[config.mk]
export PLATFORM = sky130hd
export DESIGN_NAME = reg_file_dump_flat
export DESIGN_NICKNAME = d
export VERILOG_FILES = /design/src/rtl/reg_file_dump_pkg.sv /design/src/rtl/reg_file_dump_if.sv /design/src/rtl/reg_file_dump.sv /design/src/flat_wrapper.sv
export SDC_FILE = /design/constraint.sdc
export NUM_CORES = 1
export LEC_CHECK = 0
export ABC_AREA = 0
export BUFFER_PORTS_ARGS = -buffer_cell sky130_fd_sc_hd__buf_2
export CORE_UTILIZATION = 50
export DETAILED_ROUTE_END_ITERATION = 6
export MAX_ROUTING_LAYER = met4
export PLACE_DENSITY = 0.84
export SYNTH_ARGS = -nofsm -noshare
export SYNTH_HDL_FRONTEND = slang
export SYNTH_SLANG_ARGS = --single-unit
[constraint.sdc]
create_clock -name clk -period 2.7 [get_ports clk]
set_input_delay 0.135 -clock clk [delete_from_list [all_inputs] [get_ports clk]]
set_output_delay 0.135 -clock clk [all_outputs]
set_load 0.05 [all_outputs]
[src/rtl/reg_file_dump_pkg.sv]
// Shared widths, state encodings and index helper for the register file dump reader.
package reg_file_dump_pkg;

    localparam int unsigned ADDR_W = 5;
    localparam int unsigned XLEN   = 32;

    typedef logic [ADDR_W-1:0] addr_t;
    typedef logic [XLEN-1:0]   data_t;

    localparam logic [1:0] DUMP_IDLE = 2'd0;
    localparam logic [1:0] DUMP_READ = 2'd1;
    localparam logic [1:0] DUMP_SEND = 2'd2;
    localparam logic [1:0] DUMP_FIN  = 2'd3;

    // Index advance wraps naturally at 2^ADDR_W.
    function automatic addr_t next_idx(input addr_t i);
        return i + addr_t'(1);
    endfunction

endpackage

[src/rtl/reg_file_dump_if.sv]
// Register file read port plus the valid/ready word stream of the dump reader.
interface reg_file_dump_if;
    import reg_file_dump_pkg::*;

    addr_t rf_addr;
    data_t rf_data;
    logic  out_valid;
    logic  out_ready;
    addr_t out_index;
    data_t out_data;

    modport master (
        output rf_addr,
        input  rf_data,
        output out_valid,
        input  out_ready,
        output out_index,
        output out_data
    );

    modport slave (
        input  rf_addr,
        output rf_data,
        input  out_valid,
        output out_ready,
        input  out_index,
        input  out_data
    );

endinterface

[src/rtl/reg_file_dump.sv]
// Walks register indices first..last (with wrap) through a combinational rf read port
// and streams (index, value) pairs out over valid/ready.
module reg_file_dump
    import reg_file_dump_pkg::*;
(
    input  logic                   clk,
    input  logic                   rst,
    input  logic                   start,
    input  logic                   abort,
    input  addr_t                  first_addr,
    input  addr_t                  last_addr,
    output logic                   busy,
    output logic                   done,
    reg_file_dump_if.master        bus
);

    logic [1:0] state_q, state_d;
    addr_t      idx_q, idx_d;
    addr_t      last_q, last_d;
    addr_t      oidx_q, oidx_d;
    data_t      odata_q, odata_d;
    logic       valid_q, valid_d;

    always_ff @(posedge clk) begin
        if (rst) begin
            state_q <= DUMP_IDLE;
            idx_q   <= '0;
            last_q  <= '0;
            oidx_q  <= '0;
            odata_q <= '0;
            valid_q <= 1'b0;
        end else begin
            state_q <= state_d;
            idx_q   <= idx_d;
            last_q  <= last_d;
            oidx_q  <= oidx_d;
            odata_q <= odata_d;
            valid_q <= valid_d;
        end
    end

    always_comb begin
        state_d = state_q;
        idx_d   = idx_q;
        last_d  = last_q;
        oidx_d  = oidx_q;
        odata_d = odata_q;
        valid_d = valid_q;
        if (abort && state_q != DUMP_IDLE) begin
            // A word accepted this cycle is still delivered; only the stream stops.
            state_d = DUMP_IDLE;
            valid_d = 1'b0;
        end else begin
            case (state_q)
                DUMP_IDLE: begin
                    if (start && !abort) begin
                        idx_d   = first_addr;
                        last_d  = last_addr;
                        state_d = DUMP_READ;
                    end
                end
                DUMP_READ: begin
                    odata_d = bus.rf_data;
                    oidx_d  = idx_q;
                    valid_d = 1'b1;
                    state_d = DUMP_SEND;
                end
                DUMP_SEND: begin
                    if (bus.out_ready) begin
                        valid_d = 1'b0;
                        if (idx_q == last_q) begin
                            state_d = DUMP_FIN;
                        end else begin
                            idx_d   = next_idx(idx_q);
                            state_d = DUMP_READ;
                        end
                    end
                end
                default: state_d = DUMP_IDLE;
            endcase
        end
    end

    // rf_addr follows the registered index in every state.
    assign bus.rf_addr   = idx_q;
    assign bus.out_valid = valid_q;
    assign bus.out_index = oidx_q;
    assign bus.out_data  = odata_q;
    assign busy          = (state_q != DUMP_IDLE);
    assign done          = (state_q == DUMP_FIN) && !abort;

endmodule

[src/flat_wrapper.sv]
// flat-port wrapper written by rule: the top's interface ports become plain ports
module reg_file_dump_flat import reg_file_dump_pkg::*;
  (clk, rst, start, abort, first_addr, last_addr, busy, done, bus_rf_addr, bus_rf_data, bus_out_valid, bus_out_ready, bus_out_index, bus_out_data);
  reg_file_dump_if bus_i ();
  input  logic clk;
  input  logic rst;
  input  logic start;
  input  logic abort;
  input  addr_t first_addr;
  input  addr_t last_addr;
  output logic busy;
  output logic done;
  output wire logic [$bits(bus_i.rf_addr)-1:0] bus_rf_addr;
  input wire logic [$bits(bus_i.rf_data)-1:0] bus_rf_data;
  output wire logic [$bits(bus_i.out_valid)-1:0] bus_out_valid;
  input wire logic [$bits(bus_i.out_ready)-1:0] bus_out_ready;
  output wire logic [$bits(bus_i.out_index)-1:0] bus_out_index;
  output wire logic [$bits(bus_i.out_data)-1:0] bus_out_data;
  assign bus_rf_addr = bus_i.rf_addr;
  assign bus_i.rf_data = bus_rf_data;
  assign bus_out_valid = bus_i.out_valid;
  assign bus_i.out_ready = bus_out_ready;
  assign bus_out_index = bus_i.out_index;
  assign bus_out_data = bus_i.out_data;
  reg_file_dump u_core (.clk(clk), .rst(rst), .start(start), .abort(abort), .first_addr(first_addr), .last_addr(last_addr), .busy(busy), .done(done), .bus(bus_i));
endmodule
==> flow_summary.ini, run 1 <==
[run_status]
outcome = finished clean

[place]
gp_congestion = 0.8301
detailedPlacementHpwl_um = 3282
io_buffer_count = 91

[grt]
first_global_vias = 1789
largest_net_degree_at_the_start_of_global_routing = 56
grt-ovfl-total = 0
antenna_found_initial = 0
track_usage_pct = 23.07
first_pass_grt_wire_length_um = 7562

[sta]
slew_limit_fails = 0
finalCritPeriodShare_pct = 67.14
totalNegativeSetupSlack_ns = 0
timing.fmax_mhz = 551.6
worst-slew-pin-transition_ns = 0.9364
finalWorstPathRequiredPeriod_ns = 1.813
finalHoldViolCount = 0
max-slew-margin-rel_pct = 37.57
finalSetupViolCount = 0
clock_skew_ns = 0.004838
rsz0062_at_grt = false

[logic_synthesis]
synth-seq-area-share_pct = 48.78
postSynthNetCount = 297
post_synth_instance_area_mm2 = 0.002052
synth.mux.area_fraction_pct = 3.537
post_synthesis_share_of_cell_area_spent_on_full_adders_half_adders_and_majority_gates_pct = 0.6098
synth_warnings = 0
yosysUniqueCellTypes = 34
synth-compound-area-share_pct = 15.91
post_synthesis_share_of_cell_area_spent_on_and_or_nand_and_nor_gates_pct = 24.51
synth_xor_area_share_pct = 2.134
netlist_instances = 249
syn-mean-instance-area_um2 = 8.241
synth_top_family_by_area = simple AND/OR/NAND/NOR gates
register_bit_total_from_synthesis = 50

[clocking]
cts_hold_buf = 0
cts.sinks = 50
clkSlewWorstSetupHoldPaths_ns = 0.09
numCtsBuffers = 5
cts-root-buf = sky130_fd_sc_hd__clkbuf_8
h_tree_levels = 2
clk_path_buf_depth = 2
postCtsResizedCells = 0
clk-insertion-delay-late_ns = 0.29
clock_tree_from_tritoncts = built
postCtsSetupBuffers = 0

[hold_path]
hp-start = last_addr[3]
min_delay_path_depth = 3
min-delay-path-class = input pin to flop
timing.hold.worst_endpoint = u_core.last_q[3]

[cells_and_area]
final_core_occ_pct = 68.81
register_area_mm2 = 0.001001
antenna_fix_cells = 0
fin_nets = 381
drive_above_1_share_pct = 32.13
multi_input_area_um2 = 958.4
flow.area_growth_from_synthesis_pct = 27.38
filler_cell_count = 346

[setup_path]
path_max_fanout = 23
crit_type = flop to flop
timing.reg2reg.worst_path_depth = 4
timing.rr.end = u_core.bus.out_data[22]
critPathCaptureType = flop
timing.rr.start = u_core.state_q[0]
cp_data_required_time_ns = 2.91
reg2reg_setup_slack_ns = 0.89
critical_path.startpoint_type = flop
data_arrival_time_of_the_critical_path_ns = 2.02

[route]
postRouteWirelength_um = 4650
final_antenna_net_count = 0
drtPass1Iterations = 4
routed_via_density = 5.087
detail_route.wl_per_cell_um = 12.20
routed_vias = 1938
drt_first_iter_violations = 99
drc_errors = 0

[power_and_ir_drop]
power_leakage_uw = 0.001198
share_of_total_power_in_combinational_logic_pct = 13.6
power.switching_fraction_pct = 25.15
worst_vdd_ir_mv = 0.3302
power_frac_clock_pct = 34.7
power_frac_seq_pct = 51.6
internal_power_uw = 1124
power.switching_uw = 377.6
power_density_relative_to_cell_area_mw_per_mm2 = 574.5

[die]
fp.dieW_um = 66.06
floorplan.rows = 22
start_util_pct = 54.02
die_height_um = 66.06
top_level_ports = 92
die_area_mm2 = 0.004364
coreArea_mm2 = 0.003799

[run]
drv.max_cap_violation_count = 0
cells in the mapped netlist:
cell	count	area share (%)
sky130_fd_sc_hd__nand2_1	79	14
sky130_fd_sc_hd__dfxtp_1	50	49
sky130_fd_sc_hd__a21oi_1	43	10
sky130_fd_sc_hd__nor2_1	11	2.0
sky130_fd_sc_hd__buf_2	8	2.0
sky130_fd_sc_hd__clkbuf_1	5	0.91
sky130_fd_sc_hd__mux2i_1	5	2.4
sky130_fd_sc_hd__xor2_1	5	2.1
sky130_fd_sc_hd__a21o_1	3	1.1
sky130_fd_sc_hd__and3_1	3	0.91
sky130_fd_sc_hd__inv_1	3	0.55
sky130_fd_sc_hd__nand2b_1	3	0.91
sky130_fd_sc_hd__nand3_1	3	0.73
sky130_fd_sc_hd__nor2b_1	3	0.91
sky130_fd_sc_hd__o211ai_1	3	1.1
sky130_fd_sc_hd__o32ai_1	3	1.3
sky130_fd_sc_hd__nor3b_4	2	1.8
sky130_fd_sc_hd__a211oi_1	1	0.37
sky130_fd_sc_hd__a21boi_0	1	0.37
sky130_fd_sc_hd__a31oi_1	1	0.31
sky130_fd_sc_hd__a32o_1	1	0.49
sky130_fd_sc_hd__buf_1	1	0.18
sky130_fd_sc_hd__buf_4	1	0.37
sky130_fd_sc_hd__buf_6	1	0.55
sky130_fd_sc_hd__ha_1	1	0.61
sky130_fd_sc_hd__mux2_1	1	0.55
sky130_fd_sc_hd__mux2_2	1	0.55
sky130_fd_sc_hd__nand3b_1	1	0.37
sky130_fd_sc_hd__nor3_2	1	0.49
sky130_fd_sc_hd__nor3b_1	1	0.37
sky130_fd_sc_hd__nor3b_2	1	0.61
sky130_fd_sc_hd__o41ai_1	1	0.43
sky130_fd_sc_hd__or2_4	1	0.43
sky130_fd_sc_hd__or4b_2	1	0.49
power by group through the flow:
stage / Combinational, uW / Sequential [uW] / Clock (uW)
floorplan: 90.8 / 841 / 0
global placement: 202 / 791 / 0
detailed placement: 205 / 792 / 0
CTS: 205 / 775 / 534
global route: 222 / 778 / 563
finish: 205 / 775 / 522
logic make-up (layout without fill, tap and decap cells):
family	count (synthesis)	in the layout
muxes	7	7
AOI/OAI and AO/OA	57	57
buffers and inverters	19	103
xor gates and xnor gates	5	5
adders and majority gates	1	1
and+or+nand+nor	110	110
DFF	50	50
state kept, by name (all words and copies together) (netlist names):
register / count
u_core.bus.out_data: 32
u_core.bus.out_valid: 1
u_core.bus.out_index: 5
u_core.last_q: 5
u_core.state_q: 2
u_core.bus.rf_addr: 5
worst max-delay path by stage:
stage	startpoint	to	cells past startpoint
2_1_floorplan	u_core.bus.rf_addr[2]	u_core.bus.rf_addr[1]	4
3_3_place_gp	u_core.state_q[0]	u_core.bus.out_data[12]	4
3_5_place_dp	u_core.state_q[0]	u_core.bus.out_data[22]	4
4_1_cts	u_core.state_q[0]	u_core.bus.out_data[22]	4
5_1_grt	u_core.state_q[0]	u_core.bus.out_index[0]	4
6_report	u_core.state_q[0]	u_core.bus.out_data[22]	4
area by class of cell:
cell class / count / share of cell area (%)
Clock buffer: 6 / 3.159
Clock inverter: 1 / 1.149
Inverter: 3 / 0.4308
Multi-Input combinational cell: 180 / 36.67
Sequential cell: 50 / 38.30
Tap cell: 48 / 2.298
Timing Repair Buffer: 93 / 18.00
critical path: stages (launching register included):
cell and delay, ns:
sky130_fd_sc_hd__dfxtp_1 0.50, sky130_fd_sc_hd__nor3b_4 0.62, sky130_fd_sc_hd__buf_4 0.37, sky130_fd_sc_hd__nand2_1 0.09
sky130_fd_sc_hd__a21oi_1 0.14
routing by layer:
metal	global-route usage (%)	share of wire [%]	wire [um]	vias to the layer above
li1	-	-	-	995
met1	26.67	45	2111	853
met2	38.78	45	2091	84
met3	5.862	8.6	401	6
met4	7.979	0.99	46	0
met5	-	0	0	-
layout by cell type, fill, tap and decap left out, types with 2 or more instances in the layout:
master,synthesis,final
sky130_fd_sc_hd__buf_2,8,91
sky130_fd_sc_hd__nand2_1,79,79
sky130_fd_sc_hd__dfxtp_1,50,50
sky130_fd_sc_hd__a21oi_1,43,43
sky130_fd_sc_hd__nor2_1,11,11
sky130_fd_sc_hd__clkbuf_8,0,6
sky130_fd_sc_hd__xor2_1,5,5
sky130_fd_sc_hd__mux2i_1,5,5
sky130_fd_sc_hd__inv_1,3,3
sky130_fd_sc_hd__and3_1,3,3
sky130_fd_sc_hd__nand2b_1,3,3
sky130_fd_sc_hd__o211ai_1,3,3
sky130_fd_sc_hd__nor2b_1,3,3
sky130_fd_sc_hd__nand3_1,3,3
sky130_fd_sc_hd__a21o_1,3,3
sky130_fd_sc_hd__o32ai_1,3,3
sky130_fd_sc_hd__nor3b_4,2,2
sky130_fd_sc_hd__buf_4,1,2
stage by stage:
stage / total power [uW] / worst slack, ns / hold slack, ns / std cells / cell area (um^2)
2_1_floorplan: 932.1 / 0.9112 / 0.2710 / 249 / 2052
4_1_cts: 1515 / 0.8470 / 0.06914 / 381 / 2614
3_3_place_gp: 993.9 / 1.013 / 0.3688 / 374 / 2501
5_1_grt: 1563 / 0.6963 / 0.06809 / 381 / 2614
3_5_place_dp: 997.3 / 0.8879 / 0.3755 / 374 / 2501
6_report: 1502 / 0.8871 / 0.07121 / 381 / 2614
Power figures use the tool's default switching activity.
==> inputs of run 2 (changes only) <==
ABC_AREA = 1   (was 0)
CORE_UTILIZATION = 42   (was 50)
PLACE_DENSITY = 0.75   (was 0.84)
clock period = 1.5 ns   (was 2.7 ns; I/O delays follow)
==> run 2 against run 1 <==
Global-route usage down 5.3 points; synthesized area grew 0.55%; synthesized cell count is 12% higher; critical path depth is 1 lower; largest power group unchanged; sequential power grew 110%; die area rose by 19%.
==> flow_summary.ini, run 2 <==
[cells_and_area]
filler_cell_count = 450
antenna_fix_cells = 0
most_frequent_standard_cell_in_the_layout_excluding_fill_and_tap_cells = sky130_fd_sc_hd__buf_2
finish.instance_area_mm2 = 0.002744
most-common-layout-cells = sky130_fd_sc_hd__buf_2, sky130_fd_sc_hd__inv_1, sky130_fd_sc_hd__o21ai_0
drive_above_1_share_pct = 33.24
layout_cells_excl_fill = 440
largest_register_ff_count = 32
multi_input_area_um2 = 815.8
fin_nets = 420
flow.area_growth_from_synthesis_pct = 32.99
register_area_mm2 = 0.001008

[clocking]
clk_path_buf_depth = 2
clock_tree_from_tritoncts = built
numCtsBuffers = 5
clk-insertion-delay-late_ns = 0.30
cts-root-buf = sky130_fd_sc_hd__clkbuf_8
clkSlewWorstSetupHoldPaths_ns = 0.09
cts.sinks = 50
h_tree_levels = 2

[run]
drv.max_cap_violation_count = 0

[power_and_ir_drop]
worst_vdd_ir_mv = 0.8089
power_leakage_uw = 0.001312
power_density_relative_to_cell_area_mw_per_mm2 = 1452

[sta]
slew_limit_fails = 0
totalNegativeSetupSlack_ns = 0
worst-slew-pin-transition_ns = 0.3121
finalSetupViolCount = 0
timing.fmax_mhz = 709.7
clock_skew_ns = 0.003932
hold_slack_ns = 0.05056
rsz0062_at_grt = false
finalHoldViolCount = 0
max-slew-margin-rel_pct = 79.14
finalWorstPathRequiredPeriod_ns = 1.409
finalCritPeriodShare_pct = 93.94

[setup_path]
cp_cell_sequence = inv_1, nor3_2, buf_2
critical_path_s_largest_stage_delay_ns = 0.50
data_arrival_time_of_the_critical_path_ns = 1.33
cp_data_required_time_ns = 1.42
reg2reg_setup_slack_ns = 0.19
critPathCaptureType = output pin
path_buf_inv = 2
crit_type = flop to output pin
critical_path.startpoint_type = flop
path_max_fanout = 6
timing.rr.end = u_core.bus.rf_addr[4]
timing.reg2reg.worst_path_depth = 7
family_with_the_most_delay_on_the_worst_path = flip-flops
slowest_cell_on_crit_path = sky130_fd_sc_hd__dfxtp_1
timing.rr.start = u_core.state_q[0]

[place]
inst_count_dp = 429
placed_area_mm2 = 0.002601
io_buffer_count = 91
detailedPlacementHpwl_um = 3318
gp_congestion = 0.8746

[die]
die_area_mm2 = 0.005197
coreArea_mm2 = 0.004723
start_util_pct = 43.68
fp.dieW_um = 72.09
floorplan.rows = 25
top_level_ports = 92
die_height_um = 72.09

[logic_synthesis]
yosysUniqueCellTypes = 20
register_bit_total_from_synthesis = 50
post_synth_instance_area_mm2 = 0.002063
ys_dominant_reg_cell = sky130_fd_sc_hd__dfxtp_1
synth-seq-area-share_pct = 48.51
syn-mean-instance-area_um2 = 7.369
ys_async_sr_fraction_pct = 0
yosys-top-cells-count = sky130_fd_sc_hd__inv_1, sky130_fd_sc_hd__dfxtp_1, sky130_fd_sc_hd__o21ai_0
postSynthNetCount = 328
synth_warnings = 0
yosysTopAreaCell = sky130_fd_sc_hd__dfxtp_1
netlist_top_cells_area = sky130_fd_sc_hd__dfxtp_1, sky130_fd_sc_hd__o21ai_0, sky130_fd_sc_hd__a21oi_1
yosys.cell_count.top_type = sky130_fd_sc_hd__inv_1
netlist_instances = 280
netlist.area_leader.share_pct = 48.51
edff_count_synth = 0

[grt]
first_global_vias = 1736
grt-ovfl-total = 0
antenna_found_initial = 0
track_usage_pct = 17.78
first_pass_grt_wire_length_um = 7203
largest_net_degree_at_the_start_of_global_routing = 55

[route]
dr_wl_met2_um = 2142
wl_met3_um = 252
drt_first_iter_violations = 75
detail_route.wl_per_cell_um = 10.43
drtPass1Iterations = 4
topRoutingLayerUsed = met4
postRouteWirelength_um = 4587
routed_via_density = 4.589
met1_length_um = 2160
final_antenna_net_count = 0
drc_errors = 0
routed_vias = 2019

[hold_path]
hp-start = last_addr[1]
min_delay_path_depth = 3
min-delay-path-class = input pin to flop
timing.hold.worst_endpoint = u_core.last_q[1]

[run_status]
outcome = finished clean
[run 2: changes by cell type after synthesis, moves of 3 or more]
cell	delta
sky130_fd_sc_hd__a21o_1	-3
sky130_fd_sc_hd__and3_1	-3
sky130_fd_sc_hd__inv_1	+49
sky130_fd_sc_hd__mux2i_1	-5
sky130_fd_sc_hd__nand2_1	-44
sky130_fd_sc_hd__nand2_2	+5
sky130_fd_sc_hd__nand2b_1	-3
sky130_fd_sc_hd__nand3_1	+3
sky130_fd_sc_hd__nor2b_1	-3
sky130_fd_sc_hd__nor3_1	+3
sky130_fd_sc_hd__o21ai_0	+46
sky130_fd_sc_hd__o32ai_1	-3
sky130_fd_sc_hd__xor2_1	-4
[run 2: area by class of cell]
class	count	area share [%]
flip-flops and latches	50	36.75
clock inverters	2	1.368
clock buffers	6	2.645
inverters	54	7.387
multi-input cells	163	29.73
well taps	67	3.055
repair buffers	98	19.06
[run 2: what timing repair did]
item | 4_1_cts | 5_1_grt
hold endpoints to repair | 1 | 0
gates resized for setup | 0 | 3
hold buffers | 1 | 0
setup buffers | 0 | 2
setup endpoints to repair | 0 | 3
[run 2: worst min-delay path, stage by stage]
cell,delay (ns)
sky130_fd_sc_hd__buf_2,0.07
sky130_fd_sc_hd__o21ai_0,0.07
sky130_fd_sc_hd__a21oi_1,0.10
[run 2: how the worst max path moves through the flow]
| stage | startpoint | slack [ns] | to | cells past startpoint |
|---|---|---|---|---|
| finish | u_core.state_q[0] | 0.09 | done | 3 |
| global route | u_core.state_q[1] | 0.02 | u_core.bus.rf_addr[3] | 9 |
| CTS | u_core.state_q[0] | 0.1 | done | 3 |
| detailed placement | u_core.state_q[1] | 0.16 | u_core.bus.rf_addr[3] | 9 |
| global placement | u_core.bus.rf_addr[2] | 0.16 | u_core.bus.rf_addr[4] | 9 |
| floorplan | u_core.bus.rf_addr[2] | 0.002 | u_core.bus.rf_addr[4] | 9 |
[run 2: metrics by stage]
step,power [uW],utilization (%),setup WS (ns)
detailed placement,3055,55.07,0.1563
CTS,3984,57.62,0.09567
global route,4192,58.09,0.02049
global placement,3034,55.07,0.1588
finish,3985,58.09,0.09089
floorplan,2714,-,0.001838
[run 2: logic make-up (layout without fill, tap and decap cells)]
| family | Yosys count | after routing | share of synthesized area [%] |
|---|---|---|---|
| flops | 50 | 50 | 48.51 |
| xor+xnor | 1 | 1 | 0.4246 |
| buf+inv | 67 | 160 | 12.67 |
| simple gates | 69 | 69 | 15.34 |
| compound gates | 92 | 92 | 22.44 |
| fa+ha+maj | 1 | 1 | 0.6063 |
[run 2: layer usage]
layer,vias to the layer above,global-route usage [%]
met4,0,5.011
met1,889,20.10
met2,60,31.15
met3,4,4.306
met5,-,-
li1,1066,-
[run 2: power by group]
part	internal (uW)	switching [uW]	leakage [uW]
clock network	498	439	0.0000514
logic	388	1010	0.000850
registers	1510	141	0.000410
total	2400	1590	0.00131
